$ cat src/rtl/seven_seg_scan_ctrl.sv
// rtl/seven_seg_scan_ctrl.sv - multiplexed seven-segment scan controller
// Host-loaded digit RAM, slot-based scanning with inter-digit blanking and PWM brightness.
module seven_seg_scan_ctrl #(
  parameter int NUM_DIGITS   = 8,
  parameter int TICK_DIV     = 100000,
  parameter int BLANK_CYCLES = 1000
) (
  input  logic                  CLK100MHZ,
  input  logic                  reset,
  input  logic                  wr_valid,
  output logic                  wr_ready,
  input  logic [2:0]            wr_addr,
  input  logic [4:0]            wr_data,
  input  logic [NUM_DIGITS-1:0] digit_en,
  input  logic [3:0]            brightness,
  output logic [NUM_DIGITS-1:0] Anode_Activate,
  output logic [6:0]            LED_out,
  output logic                  DP_out,
  output logic [2:0]            scan_idx,
  output logic                  frame_done
);
  localparam int CW  = $clog2(TICK_DIV);
  localparam int SUB = (TICK_DIV - BLANK_CYCLES) / 16;
  localparam logic [CW-1:0] LAST_CNT  = CW'(TICK_DIV - 1);
  localparam logic [CW-1:0] BLANK_END = CW'(BLANK_CYCLES - 1);
  localparam logic [CW-1:0] BLANK_LEN = CW'(BLANK_CYCLES);
  localparam logic [CW-1:0] FULL_LEN  = CW'(TICK_DIV - BLANK_CYCLES);

  typedef enum logic [1:0] {ST_BLANK, ST_ON, ST_OFF} slot_state_e;

  slot_state_e           state_q, state_d;
  logic [CW-1:0]         slot_cnt_q, slot_cnt_d;
  logic [2:0]            scan_idx_q, scan_idx_d;
  logic [NUM_DIGITS-1:0] en_q, en_d;
  logic [3:0]            bright_q, bright_d;
  logic                  pending_q, pending_d;
  logic [2:0]            pend_addr_q, pend_addr_d;
  logic [4:0]            pend_data_q, pend_data_d;
  logic [4:0]            ram_q [NUM_DIGITS];
  logic [4:0]            ram_d [NUM_DIGITS];
  logic [NUM_DIGITS-1:0] anode_q, anode_d;
  logic [6:0]            led_q, led_d;
  logic                  dp_q, dp_d;
  logic                  frame_done_q, frame_done_d;

  logic                  boundary;
  logic [CW-1:0]         on_len;
  logic [2:0]            nxt_idx;
  logic [2:0]            cand;
  logic                  found;
  logic [4:0]            cur;

  function automatic logic [6:0] hex_seg(input logic [3:0] v);
    case (v)
      4'h0: hex_seg = 7'h40;
      4'h1: hex_seg = 7'h79;
      4'h2: hex_seg = 7'h24;
      4'h3: hex_seg = 7'h30;
      4'h4: hex_seg = 7'h19;
      4'h5: hex_seg = 7'h12;
      4'h6: hex_seg = 7'h02;
      4'h7: hex_seg = 7'h78;
      4'h8: hex_seg = 7'h00;
      4'h9: hex_seg = 7'h10;
      4'hA: hex_seg = 7'h08;
      4'hB: hex_seg = 7'h03;
      4'hC: hex_seg = 7'h46;
      4'hD: hex_seg = 7'h21;
      4'hE: hex_seg = 7'h06;
      default: hex_seg = 7'h0E;
    endcase
  endfunction

  always_comb begin
    boundary     = (slot_cnt_q == LAST_CNT);
    on_len       = (bright_q == 4'hF) ? FULL_LEN : CW'(32'(bright_q) * SUB);
    slot_cnt_d   = boundary ? '0 : slot_cnt_q + CW'(1);
    state_d      = state_q;
    scan_idx_d   = scan_idx_q;
    en_d         = en_q;
    bright_d     = bright_q;
    pending_d    = pending_q;
    pend_addr_d  = pend_addr_q;
    pend_data_d  = pend_data_q;
    ram_d        = ram_q;
    frame_done_d = 1'b0;
    nxt_idx      = scan_idx_q;
    cand         = '0;
    found        = 1'b0;

    // Circular search starting after the current digit; i == NUM_DIGITS lands back on it.
    for (int i = 1; i <= NUM_DIGITS; i++) begin
      cand = scan_idx_q + 3'(i);
      if (!found && digit_en[cand]) begin
        nxt_idx = cand;
        found   = 1'b1;
      end
    end

    if (boundary) begin
      state_d  = ST_BLANK;
      en_d     = digit_en;
      bright_d = brightness;
      if (found) begin
        scan_idx_d   = nxt_idx;
        frame_done_d = (nxt_idx <= scan_idx_q);
      end
      if (pending_q) begin
        ram_d[pend_addr_q] = pend_data_q;
        pending_d          = 1'b0;
      end
    end else begin
      case (state_q)
        ST_BLANK: if (slot_cnt_q == BLANK_END) state_d = (on_len == '0) ? ST_OFF : ST_ON;
        ST_ON:    if (slot_cnt_q - BLANK_LEN + CW'(1) == on_len) state_d = ST_OFF;
        default:  state_d = state_q;
      endcase
    end

    // Accept only while empty, so an accept never collides with a commit.
    if (wr_valid && !pending_q) begin
      pending_d   = 1'b1;
      pend_addr_d = wr_addr;
      pend_data_d = wr_data;
    end

    cur     = ram_q[scan_idx_q];
    anode_d = '1;
    led_d   = 7'h7F;
    dp_d    = 1'b1;
    if (state_q == ST_ON && en_q[scan_idx_q]) begin
      anode_d[scan_idx_q] = 1'b0;
      led_d               = hex_seg(cur[3:0]);
      dp_d                = ~cur[4];
    end
  end

  always_ff @(posedge CLK100MHZ) begin
    if (reset) begin
      state_q      <= ST_BLANK;
      slot_cnt_q   <= '0;
      scan_idx_q   <= '0;
      en_q         <= '0;
      bright_q     <= '0;
      pending_q    <= 1'b0;
      pend_addr_q  <= '0;
      pend_data_q  <= '0;
      for (int i = 0; i < NUM_DIGITS; i++) ram_q[i] <= 5'h00;
      anode_q      <= '1;
      led_q        <= 7'h7F;
      dp_q         <= 1'b1;
      frame_done_q <= 1'b0;
    end else begin
      state_q      <= state_d;
      slot_cnt_q   <= slot_cnt_d;
      scan_idx_q   <= scan_idx_d;
      en_q         <= en_d;
      bright_q     <= bright_d;
      pending_q    <= pending_d;
      pend_addr_q  <= pend_addr_d;
      pend_data_q  <= pend_data_d;
      ram_q        <= ram_d;
      anode_q      <= anode_d;
      led_q        <= led_d;
      dp_q         <= dp_d;
      frame_done_q <= frame_done_d;
    end
  end

  assign wr_ready       = ~pending_q;
  assign Anode_Activate = anode_q;
  assign LED_out        = led_q;
  assign DP_out         = dp_q;
  assign scan_idx       = scan_idx_q;
  assign frame_done     = frame_done_q;

endmodule

$ cat config.mk
export PLATFORM = sky130hd
export DESIGN_NAME = seven_seg_scan_ctrl
export DESIGN_NICKNAME = d
export VERILOG_FILES = /design/src/rtl/seven_seg_scan_ctrl.sv
export SDC_FILE = /design/constraint.sdc
export NUM_CORES = 1
export LEC_CHECK = 0
export BUFFER_PORTS_ARGS = -buffer_cell sky130_fd_sc_hd__buf_2
export CAP_MARGIN = 5
export CORE_MARGIN = 3
export CORE_UTILIZATION = 25
export CTS_BUF_LIST = sky130_fd_sc_hd__clkbuf_4 sky130_fd_sc_hd__clkbuf_8 sky130_fd_sc_hd__clkbuf_16
export DETAILED_ROUTE_END_ITERATION = 12
export PLACE_DENSITY = 0.4
export SLEW_MARGIN = 20
export SYNTH_ARGS = -nofsm -noshare
export SYNTH_HDL_FRONTEND = slang
export SYNTH_SLANG_ARGS = --single-unit
$ cat constraint.sdc
create_clock -name CLK100MHZ -period 7.8 [get_ports CLK100MHZ]
set_input_delay 1.56 -clock CLK100MHZ [delete_from_list [all_inputs] [get_ports CLK100MHZ]]
set_output_delay 1.56 -clock CLK100MHZ [all_outputs]
set_load 0.02 [all_outputs]
==> results of run 1 <==
## flip-flops by register name, indices dropped and copies added (netlist names)
signal          cells
state_q             2
en_q                8
Anode_Activate      8
slot_cnt_q         17
pend_addr_q         3
pending_q           1
pend_data_q         5
bright_q            4
LED_out             7
frame_done          1
scan_idx            3
ram_q              40
DP_out              1
## report_power, final
group	internal, mW	total (mW)	switching (mW)
Combinational	0.0216	0.0533	0.0317
Sequential	0.514	0.523	0.00859
Clock	0.256	0.470	0.213
## layout by cell type, fill, tap and decap left out, types with 13 or more instances in the layout
master / count
ha_1: 33
xor2_1: 20
nand3_1: 20
xnor2_1: 17
nor2_1: 76
inv_1: 22
nand2b_1: 13
nand2_1: 105
mux4_2: 24
o21ai_0: 14
a21oi_1: 39
dfxtp_1: 100
mux2i_1: 54
buf_2: 43
## synth_stat cells (all sizes together) (4+ instances only)
cell type / instances
o21ai: 14
o221ai: 4
nor4: 9
or4: 5
nand3: 20
mux4: 24
nand2: 105
o211ai: 5
and2: 11
mux2i: 55
xor2: 20
and3: 9
a31oi: 4
nand2b: 13
dfxtp: 100
xnor2: 17
a21oi: 39
buf: 11
or3: 6
nor2: 76
ha: 33
inv: 23
clkbuf: 31
nor3: 8
## area by class of cell
type,count,area (sq um),area share (%)
Sequential cell,100,2000,28.8
Tap cell,319,399,5.75
Clock inverter,6,68.8,0.991
Timing Repair Buffer,47,245,3.53
Multi-Input combinational cell,530,3910,56.3
Inverter,24,90.1,1.30
Clock buffer,10,233,3.35
## per-stage QoR
stage / area [sq um] / std cells / power (mW)
floorplan: 6180 / 696 / 0.568
global placement: 6640 / 1020 / 0.586
detailed placement: 6640 / 1020 / 0.588
CTS: 6940 / 1036 / 1.07
global route: 6950 / 1036 / 1.09
finish: 6950 / 1036 / 1.05
## final timing paths
| check | start | endpoint | depth (start not counted) |
|---|---|---|---|
| setup / recovery | scan_idx[0] | frame_done | 15 |
| setup reg to reg | scan_idx[0] | frame_done | 15 |
| hold reg to reg | en_q[4] | en_q[4] | 2 |
| hold / removal | en_q[4] | en_q[4] | 2 |
## metal layers
metal	vias to the layer above	global-route usage (%)	wire [um]
met2	74	20.6	7430
met3	12	2.26	536
met1	2448	16.8	8030
met5	-	0	0
li1	2474	-	-
met4	0	3.19	182
## cells by family (layout without fill, tap and decap cells)
family	count (synthesis)	in the layout	share of synthesized area (%)
and+or+nand+nor	284	284	22.4
DFF	100	100	32.4
AOI/OAI and AO/OA	91	91	9.41
muxes	81	81	18.0
buffers and inverters	66	87	4.45
xor gates and xnor gates	39	39	5.99
adders and majority gates	35	35	7.33
## worst register-to-register path, cell delays in order, from the launching register on
cell	delay, ns
dfxtp_1	0.31
buf_4	0.40
clkinv_1	0.33
ha_1	0.63
mux4_2	0.61
mux2_2	0.32
and4b_1	0.38
a221oi_1	0.15
o221a_2	0.16
o31a_1	0.29
inv_1	0.06
ha_1	0.23
a21o_1	0.16
a21oi_1	0.13
a31oi_1	0.05
nor3_1	0.16
==> summary.md, run 1 <==
| Metric | Value |
|---|---|
| Post-DP HPWL | `11800 um` |
| Netlist cell types | `69` |
| Initial antenna violation count | `0` |
| Row cnt | `56` |
| Die span in y | `163 um` |
| CP bufs+invs | `3` |
| Largest net degree at the start of global routing | `47` |
| H-tree levels | `3` |
| Core ar. | `23900 sq um` |
| Cts bufs inserted | `9` |
| Post-CTS Resized | `0` |
| Prevailing post-synth register cell | `dfxtp_1` |
| Routed length per instance | `15.6 um` |
| # DRC | `0` |
| Fin nets | `770` |
| Clock Sinks | `100` |
| Endpoints failing setup | `0` |
| Max stage delay on crit path | `0.63 ns` |
| Placement Setup Slack | `3.36 ns` |
| Synth Cell Area | `6180 sq um` |
| GRT overflow | `0` |
| Seq/Total Area, Yosys | `32.4%` |
| Leak | `2.78 nW` |
| Cell chosen for the clock root | `clkbuf_16` |
| Worst-path clk slew | `0.07 ns` |
| EDFF count, synth | `0` |
| Max Cap Viol | `0` |
| GPL Wtd Cong | `0.823` |
| Crit path top cell by count | `ha_1` |
| Routed WL | `16200 um` |
| Final hold violation count | `0` |
| Clock latency on the worst-skew pair | `0.35 ns` |
| Crit Path Max Fanout | `26` |
| Vias | `5008` |
| Tcrit/Tclk final | `57.0%` |
| Share of cells above drive strength 1 | `15.6%` |
| Die area | `26600 sq um` |
| Final Core Density | `29.1%` |
| CP endpoint kind | `flop` |
| Setup ws final | `3.35 ns` |
| Fmax | `0.225 GHz` |
| VDD IR max | `0.0864 mV` |
| Synthesized Nets | `754` |
| Async set or reset register ratio after synthesis | `0%` |
| Slew headroom | `32.5%` |
| Yosys top cell area share | `32.4%` |
| Worst-Margin Slew | `1.00 ns` |
| Data required time at the worst endpoint | `8.06 ns` |
| Cell taking the most area after synthesis | `dfxtp_1` |
| Crit path time final | `4.45 ns` |
| Vias in the first global route | `5123` |
| Max Root-Sink Buffers | `2` |
| Global-route wire length before repair | `26800 um` |
| Post-Synthesis Mean Instance Area | `8.88 sq um` |
| Top post-synthesis cells by area | `dfxtp_1 32%, mux2i_1 8.9%, mux4_2 8.7%` |
| CP Class | `flop to flop` |
| Ys Warns | `0` |
| Critical path cell sequence | `buf_4 > clkinv_1 > ha_1 > mux4_2 > mux2_2 > and4b_1 > a221oi_1 > o221a_2 > o31a_1 > inv_1 > ha_1 > a21o_1 > a21oi_1 > a31oi_1 > nor3_1` |
| Outcome | `complete, no violations` |
| ANT cells | `0` |
| Area grow syn2layout | `12.4%` |
| R2R Setup Slk | `3.35 ns` |
| Delay-heaviest family, CP | `compound AO/OA/AOI/OAI gates` |
| DRT Pass-1 Iters | `4` |
| Number of port buffers | `43` |
| Fillers | `2528` |
| PD cells | `151 nW/um^2` |
| Die X | `163 um` |
| Total GRT Usage | `12.5%` |
| Clock skew | `0.00830 ns` |
| Post-route ant nets | `0` |
| Type of the worst min-delay path | `flop to flop` |
| Post-Syn Instances | `696` |
| Startpoint Class | `flop` |
| CP Data Arrival Time | `4.71 ns` |
| CTS tree | `built` |
| Slowest cell on the critical path | `ha_1` |
| RSZ-0062 raised after global routing | `no` |
| Via density per instance | `4.83` |
| # hold bufs at CTS | `0` |
| 1st-iter DRT viols | `276` |
| Max Transition Viols Final | `0` |
| Postcts setup bufs | `0` |
| TNS Setup | `0 ns` |
| Flop and latch count out of synthesis | `100` |
| Hold_ws | `0.456 ns` |
| Io pins | `44` |
| Initial core utilization | `25.9%` |
Note: power is estimated with default switching activity, not from simulation.
==> run 2: changes to the inputs <==
clock period = 4.5 ns   (was 7.8 ns; I/O delays follow)
==> run 2 against run 1 <==
Final cell count about the same. Maximum frequency increased by 14%. Combinational power increased by 72%. Critical path depth decreased by 1. Die area unchanged. Critical endpoint unchanged. Largest cell class unchanged. Largest power group unchanged.
==> summary.md, run 2 (synthesis results as in run 1) <==
| Metric | Value |
|---|---|
| Most common cell after layout, fill and taps aside | `nand2_1 (unchanged)` |
| Biggest register | `ram_q (unchanged)` |
| Cts bufs inserted | `9 (unchanged)` |
| Endpoints failing setup | `0 (unchanged)` |
| Io pins | `44 (unchanged)` |
| DRT Pass-1 Iters | `6 (was 4)` |
| Outcome | `complete, no violations (unchanged)` |
| Startpoint Class | `flop (unchanged)` |
| Crit path to | `frame_done (unchanged)` |
| Share of cells above drive strength 1 | `15.7% (was 15.6%)` |
| Die X | `163 um (unchanged)` |
| Worst-Margin Slew | `0.922 ns (was 1.00 ns)` |
| Initial antenna violation count | `0 (unchanged)` |
| Vias in the first global route | `4950 (was 5123)` |
| Design area | `6980 sq um (was 6950 sq um)` |
| Initial core utilization | `25.9% (unchanged)` |
| Max Transition Viols Final | `0 (unchanged)` |
| Slew headroom | `38.1% (was 32.5%)` |
| Multi-input gate area | `3910 sq um (unchanged)` |
| Die span in y | `163 um (unchanged)` |
| Flip-flop count of the largest register after layout | `40 (unchanged)` |
| Fin nets | `771 (was 770)` |
| Hold_ws | `0.451 ns (was 0.456 ns)` |
| VDD IR max | `0.188 mV (was 0.0864 mV)` |
| GPL Wtd Cong | `0.829 (was 0.823)` |
| Die area | `26600 sq um (unchanged)` |
| RR Endpoint | `frame_done (unchanged)` |
| Cell chosen for the clock root | `clkbuf_16 (unchanged)` |
| Reg2reg start | `scan_idx[0] (unchanged)` |
| Routed WL | `15800 um (was 16200 um)` |
| Final hold violation count | `0 (unchanged)` |
| Number of port buffers | `43 (unchanged)` |
| Post-DP HPWL | `11600 um (was 11800 um)` |
| Fillers | `2533 (was 2528)` |
| Clock skew | `0.0126 ns (was 0.00830 ns)` |
| Largest net degree at the start of global routing | `54 (was 47)` |
| Clock latency on the worst-skew pair | `0.36 ns (was 0.35 ns)` |
| Worst-path clk slew | `0.08 ns (was 0.07 ns)` |
| Routed length per instance | `15.2 um (was 15.6 um)` |
| Via density per instance | `4.77 (was 4.83)` |
| H-tree levels | `3 (unchanged)` |
| Area grow syn2layout | `12.9% (was 12.4%)` |
| PD cells | `264 nW/um^2 (was 151 nW/um^2)` |
| RSZ-0062 raised after global routing | `no (unchanged)` |
| R2R Setup Slk | `0.61 ns (was 3.35 ns)` |
| Fmax | `0.257 GHz (was 0.225 GHz)` |
| FF+latch area | `2000 sq um (unchanged)` |
| Data required time at the worst endpoint | `4.78 ns (was 8.06 ns)` |
| # DRC | `0 (unchanged)` |
| Row cnt | `56 (unchanged)` |
| Placed Area | `6650 sq um (was 6640 sq um)` |
| Post-CTS Resized | `0 (unchanged)` |
| Max Root-Sink Buffers | `2 (unchanged)` |
| Top Registers | `ram_q x40, slot_cnt_q x17 (unchanged)` |
| Leak | `2.79 nW (was 2.78 nW)` |
| Clock Sinks | `100 (unchanged)` |
| Crit path time final | `3.89 ns (was 4.45 ns)` |
| Most frequent cells in the layout | `105 x nand2_1, 100 x dfxtp_1, 76 x nor2_1 (unchanged)` |
| Post-route ant nets | `0 (unchanged)` |
| Core ar. | `23900 sq um (unchanged)` |
| 1st-iter DRT viols | `311 (was 276)` |
| Total GRT Usage | `12.3% (was 12.5%)` |
| Tcrit/Tclk final | `86.5% (was 57.0%)` |
| GRT overflow | `0 (unchanged)` |
| ANT cells | `0 (unchanged)` |
| CTS tree | `built (unchanged)` |
| R2R cell count | `14 (was 15)` |
| Postcts setup bufs | `0 (unchanged)` |
| CP Data Arrival Time | `4.17 ns (was 4.71 ns)` |
| CP endpoint kind | `flop (unchanged)` |
| Total power | `1.84 mW (was 1.05 mW)` |
| # hold bufs at CTS | `0 (unchanged)` |
| TNS Setup | `0 ns (unchanged)` |
| Type of the worst min-delay path | `flop to flop (unchanged)` |
| Vias | `4944 (was 5008)` |
| Critical path launch point | `scan_idx[0] (unchanged)` |
| Crit Path Max Fanout | `10 (was 26)` |
| CP Class | `flop to flop (unchanged)` |
| Global-route wire length before repair | `26200 um (was 26800 um)` |
| Max Cap Viol | `0 (unchanged)` |
run 2: changes by cell type in the layout (fill, tap and decap cells not counted), sizes merged:
cell    change
buf         +1
clkbuf      -1
clkinv      +1
run 2: area by class of cell:
class	count	share of cell area [%]
Multi-Input combinational cell	530	56.0
Sequential cell	100	28.7
Tap cell	319	5.72
Timing Repair Buffer	48	3.62
Clock buffer	9	3.23
Clock inverter	7	1.47
Inverter	24	1.29
run 2: power breakdown:
group          switching, mW  leakage (nW)  internal [mW]
registers             0.0145         0.808          0.891
logic                 0.0541          1.83         0.0374
clock network          0.396         0.160          0.452
run 2: per-stage QoR:
step	std cells	setup WS, ns	utilization, %
floorplan	696	0.0823	-
global placement	1021	0.733	27.8
detailed placement	1021	0.658	27.8
CTS	1037	0.600	29.2
global route	1037	0.364	29.2
finish	1037	0.605	29.2
run 2: worst min-delay path by stage:
stage / startpoint / endpoint / slack (ns) / depth (start not counted)
finish: en_q[2] / en_q[2] / 0.45 / 2
global route: en_q[4] / en_q[4] / 0.48 / 2
CTS: en_q[7] / en_q[7] / 0.45 / 2
detailed placement: en_q[7] / en_q[7] / 0.44 / 2
global placement: en_q[2] / en_q[2] / 0.44 / 2
floorplan: en_q[2] / en_q[2] / 0.43 / 2
run 2: worst max-delay path, stage by stage, from the launching register on:
cell and delay, ns:
dfxtp_1 0.34, clkinv_1 0.19, ha_1 0.58, mux4_2 0.60
mux2_2 0.31, and4b_1 0.38, a221oi_1 0.15, o221a_2 0.16
o31a_1 0.30, inv_1 0.06, ha_1 0.23, a21o_1 0.16
a21oi_1 0.14, a31oi_1 0.06, nor3_1 0.14
run 2: per-layer routing:
layer | track usage [%] | routed length (um) | up-vias
met1 | 16.2 | 7550 | 2358
met3 | 2.61 | 634 | 16
li1 | - | - | 2485
met4 | 3.69 | 232 | 0
met5 | 0 | 0 | -
met2 | 20.3 | 7380 | 85
==> run 3: changes to the inputs <==
REMOVE_ABC_BUFFERS = 1   (was unset)
==> run 3 against run 2 <==
Routed wire length rose by 1.2%. Final cell count barely moved. Via count up 0.71%. Clock-buffer cell count did not move. Largest power group unchanged. Combinational power increased by 1%. Global-route usage about the same. Clock skew increased by 0.0021 ns. Setup slack improved by 0.011 ns. Worst hold slack better by 0.0041 ns. Utilization is 0.11 points lower. Sequential cell count unchanged. Non-clock buffer count grew 1.
==> summary.md, run 3 (synthesis results as in run 1) <==
| Metric | Value |
|---|---|
| Post-route ant nets | `0 (unchanged)` |
| Clock Sinks | `100 (unchanged)` |
| Number of port buffers | `43 (unchanged)` |
| Die span in y | `163 um (unchanged)` |
| Share of cells above drive strength 1 | `15.9% (was 15.7%)` |
| Largest net degree at the start of global routing | `42 (was 54)` |
| GPL Wtd Cong | `0.795 (was 0.829)` |
| Post-DP HPWL | `11900 um (was 11600 um)` |
| Max Root-Sink Buffers | `2 (unchanged)` |
| Cts bufs inserted | `9 (unchanged)` |
| Io pins | `44 (unchanged)` |
| Data required time at the worst endpoint | `4.76 ns (was 4.78 ns)` |
| Global-route wire length before repair | `26600 um (was 26200 um)` |
| Die area | `26600 sq um (unchanged)` |
| Max Cap Viol | `0 (unchanged)` |
| Clock skew | `0.0146 ns (was 0.0126 ns)` |
| Initial antenna violation count | `0 (unchanged)` |
| Startpoint Class | `flop (unchanged)` |
| VDD IR max | `0.224 mV (was 0.188 mV)` |
| Non-Filler Instances | `1038 (was 1037)` |
| Leak | `2.79 nW (about the same)` |
| Clock latency on the worst-skew pair | `0.35 ns (was 0.36 ns)` |
| Postcts setup bufs | `0 (unchanged)` |
| # hold bufs at CTS | `0 (unchanged)` |
| Cell chosen for the clock root | `clkbuf_16 (unchanged)` |
| CP endpoint kind | `flop (unchanged)` |
| Initial core utilization | `25.9% (unchanged)` |
| Fmax | `0.257 GHz (about the same)` |
| Die X | `163 um (unchanged)` |
| GRT overflow | `0 (unchanged)` |
| Flip-flop count of the largest register after layout | `40 (unchanged)` |
| Crit path time final | `3.88 ns (was 3.89 ns)` |
| ANT cells | `0 (unchanged)` |
| Area grow syn2layout | `12.5% (was 12.9%)` |
| # DRC | `0 (unchanged)` |
| Via density per instance | `4.80 (was 4.77)` |
| Total power | `1.76 mW (was 1.84 mW)` |
| Routed WL | `16000 um (was 15800 um)` |
| RSZ-0062 raised after global routing | `no (unchanged)` |
| 1st-iter DRT viols | `329 (was 311)` |
| Fin nets | `772 (was 771)` |
| Crit Path Max Fanout | `10 (unchanged)` |
| H-tree levels | `3 (unchanged)` |
| Routed length per instance | `15.4 um (was 15.2 um)` |
| Type of the worst min-delay path | `flop to flop (unchanged)` |
| Biggest register | `ram_q (unchanged)` |
| Worst-path clk slew | `0.08 ns (about the same)` |
| Vias | `4979 (was 4944)` |
| PD cells | `253 nW/um^2 (was 264 nW/um^2)` |
| DRT Pass-1 Iters | `4 (was 6)` |
| Worst-Margin Slew | `0.787 ns (was 0.922 ns)` |
| Endpoints failing setup | `0 (unchanged)` |
| Top Registers | `ram_q x40, slot_cnt_q x17 (unchanged)` |
| Total GRT Usage | `12.4% (was 12.3%)` |
| Final hold violation count | `0 (unchanged)` |
| TNS Setup | `0 ns (unchanged)` |
| Max Transition Viols Final | `0 (unchanged)` |
| CTS tree | `built (unchanged)` |
| Inst Count DP | `1022 (was 1021)` |
| Slew headroom | `46.0% (was 38.1%)` |
| Row cnt | `56 (unchanged)` |
| CP Class | `flop to flop (unchanged)` |
| CP Data Arrival Time | `4.14 ns (was 4.17 ns)` |
| Most frequent cells in the layout | `105 x nand2_1, 100 x dfxtp_1, 76 x nor2_1 (unchanged)` |
| Core ar. | `23900 sq um (unchanged)` |
| Tcrit/Tclk final | `86.3% (was 86.5%)` |
| Post-CTS Resized | `0 (unchanged)` |
| Outcome | `complete, no violations (unchanged)` |
| Vias in the first global route | `5067 (was 4950)` |
| Most common cell after layout, fill and taps aside | `nand2_1 (unchanged)` |
[run 3: routing by layer]
layer  GRT usage (%)  part of all wire [%]  wire length [um]
met1            16.7                    48              7750
met2            20.8                    48              7630
met3            1.39                   2.6               418
met4            3.54                   1.2               191
met5               0                     0                 0
[run 3: path summary, 6_finish.rpt]
check,startpoint,endpoint,slack (ns),cells after the start
worst max-delay path,scan_idx[0],frame_done,0.62,14
worst min-delay path,en_q[6],en_q[6],0.45,2
worst max register to register,scan_idx[0],frame_done,0.62,14
worst min register to register,en_q[6],en_q[6],0.45,2
[run 3: final cells by class]
cell class                 instances  area [sq um]
inverter                          24          90.1
multi-input combinational        530          3910
clock buffer                       9           225
clock inverter                     7          68.8
sequential                       100          2000
tap                              319           399
timing repair buffer              49           260
fill                            2542         16900
[run 3: where the power goes]
part / internal [mW] / leakage (nW) / total, mW / switching (mW)
clock: 0.391 / 0.148 / 0.763 / 0.372
sequential: 0.891 / 0.808 / 0.906 / 0.0146
combinational: 0.0374 / 1.83 / 0.0928 / 0.0554
[run 3: worst max-delay path, stage by stage (launching register included)]
cell and delay (ns):
dfxtp_1 0.33, clkinv_1 0.18, ha_1 0.60, mux4_2 0.60, mux2_2 0.31, and4b_1 0.39, a221oi_1 0.15, o221a_2 0.15
o31a_1 0.29, inv_1 0.07, ha_1 0.24, a21o_1 0.16, a21oi_1 0.13, a31oi_1 0.05, nor3_1 0.14
[run 3: metrics by stage]
stage / util (%) / hold slack, ns / area [sq um] / setup WS (ns)
4_1_cts: 29.1 / 0.453 / 6950 / 0.613
6_report: 29.1 / 0.455 / 6950 / 0.616
3_3_place_gp: 27.9 / 0.437 / 6660 / 0.709
5_1_grt: 29.1 / 0.478 / 6950 / 0.318
2_1_floorplan: - / 0.423 / 6000 / -0.278
3_5_place_dp: 27.9 / 0.443 / 6660 / 0.662
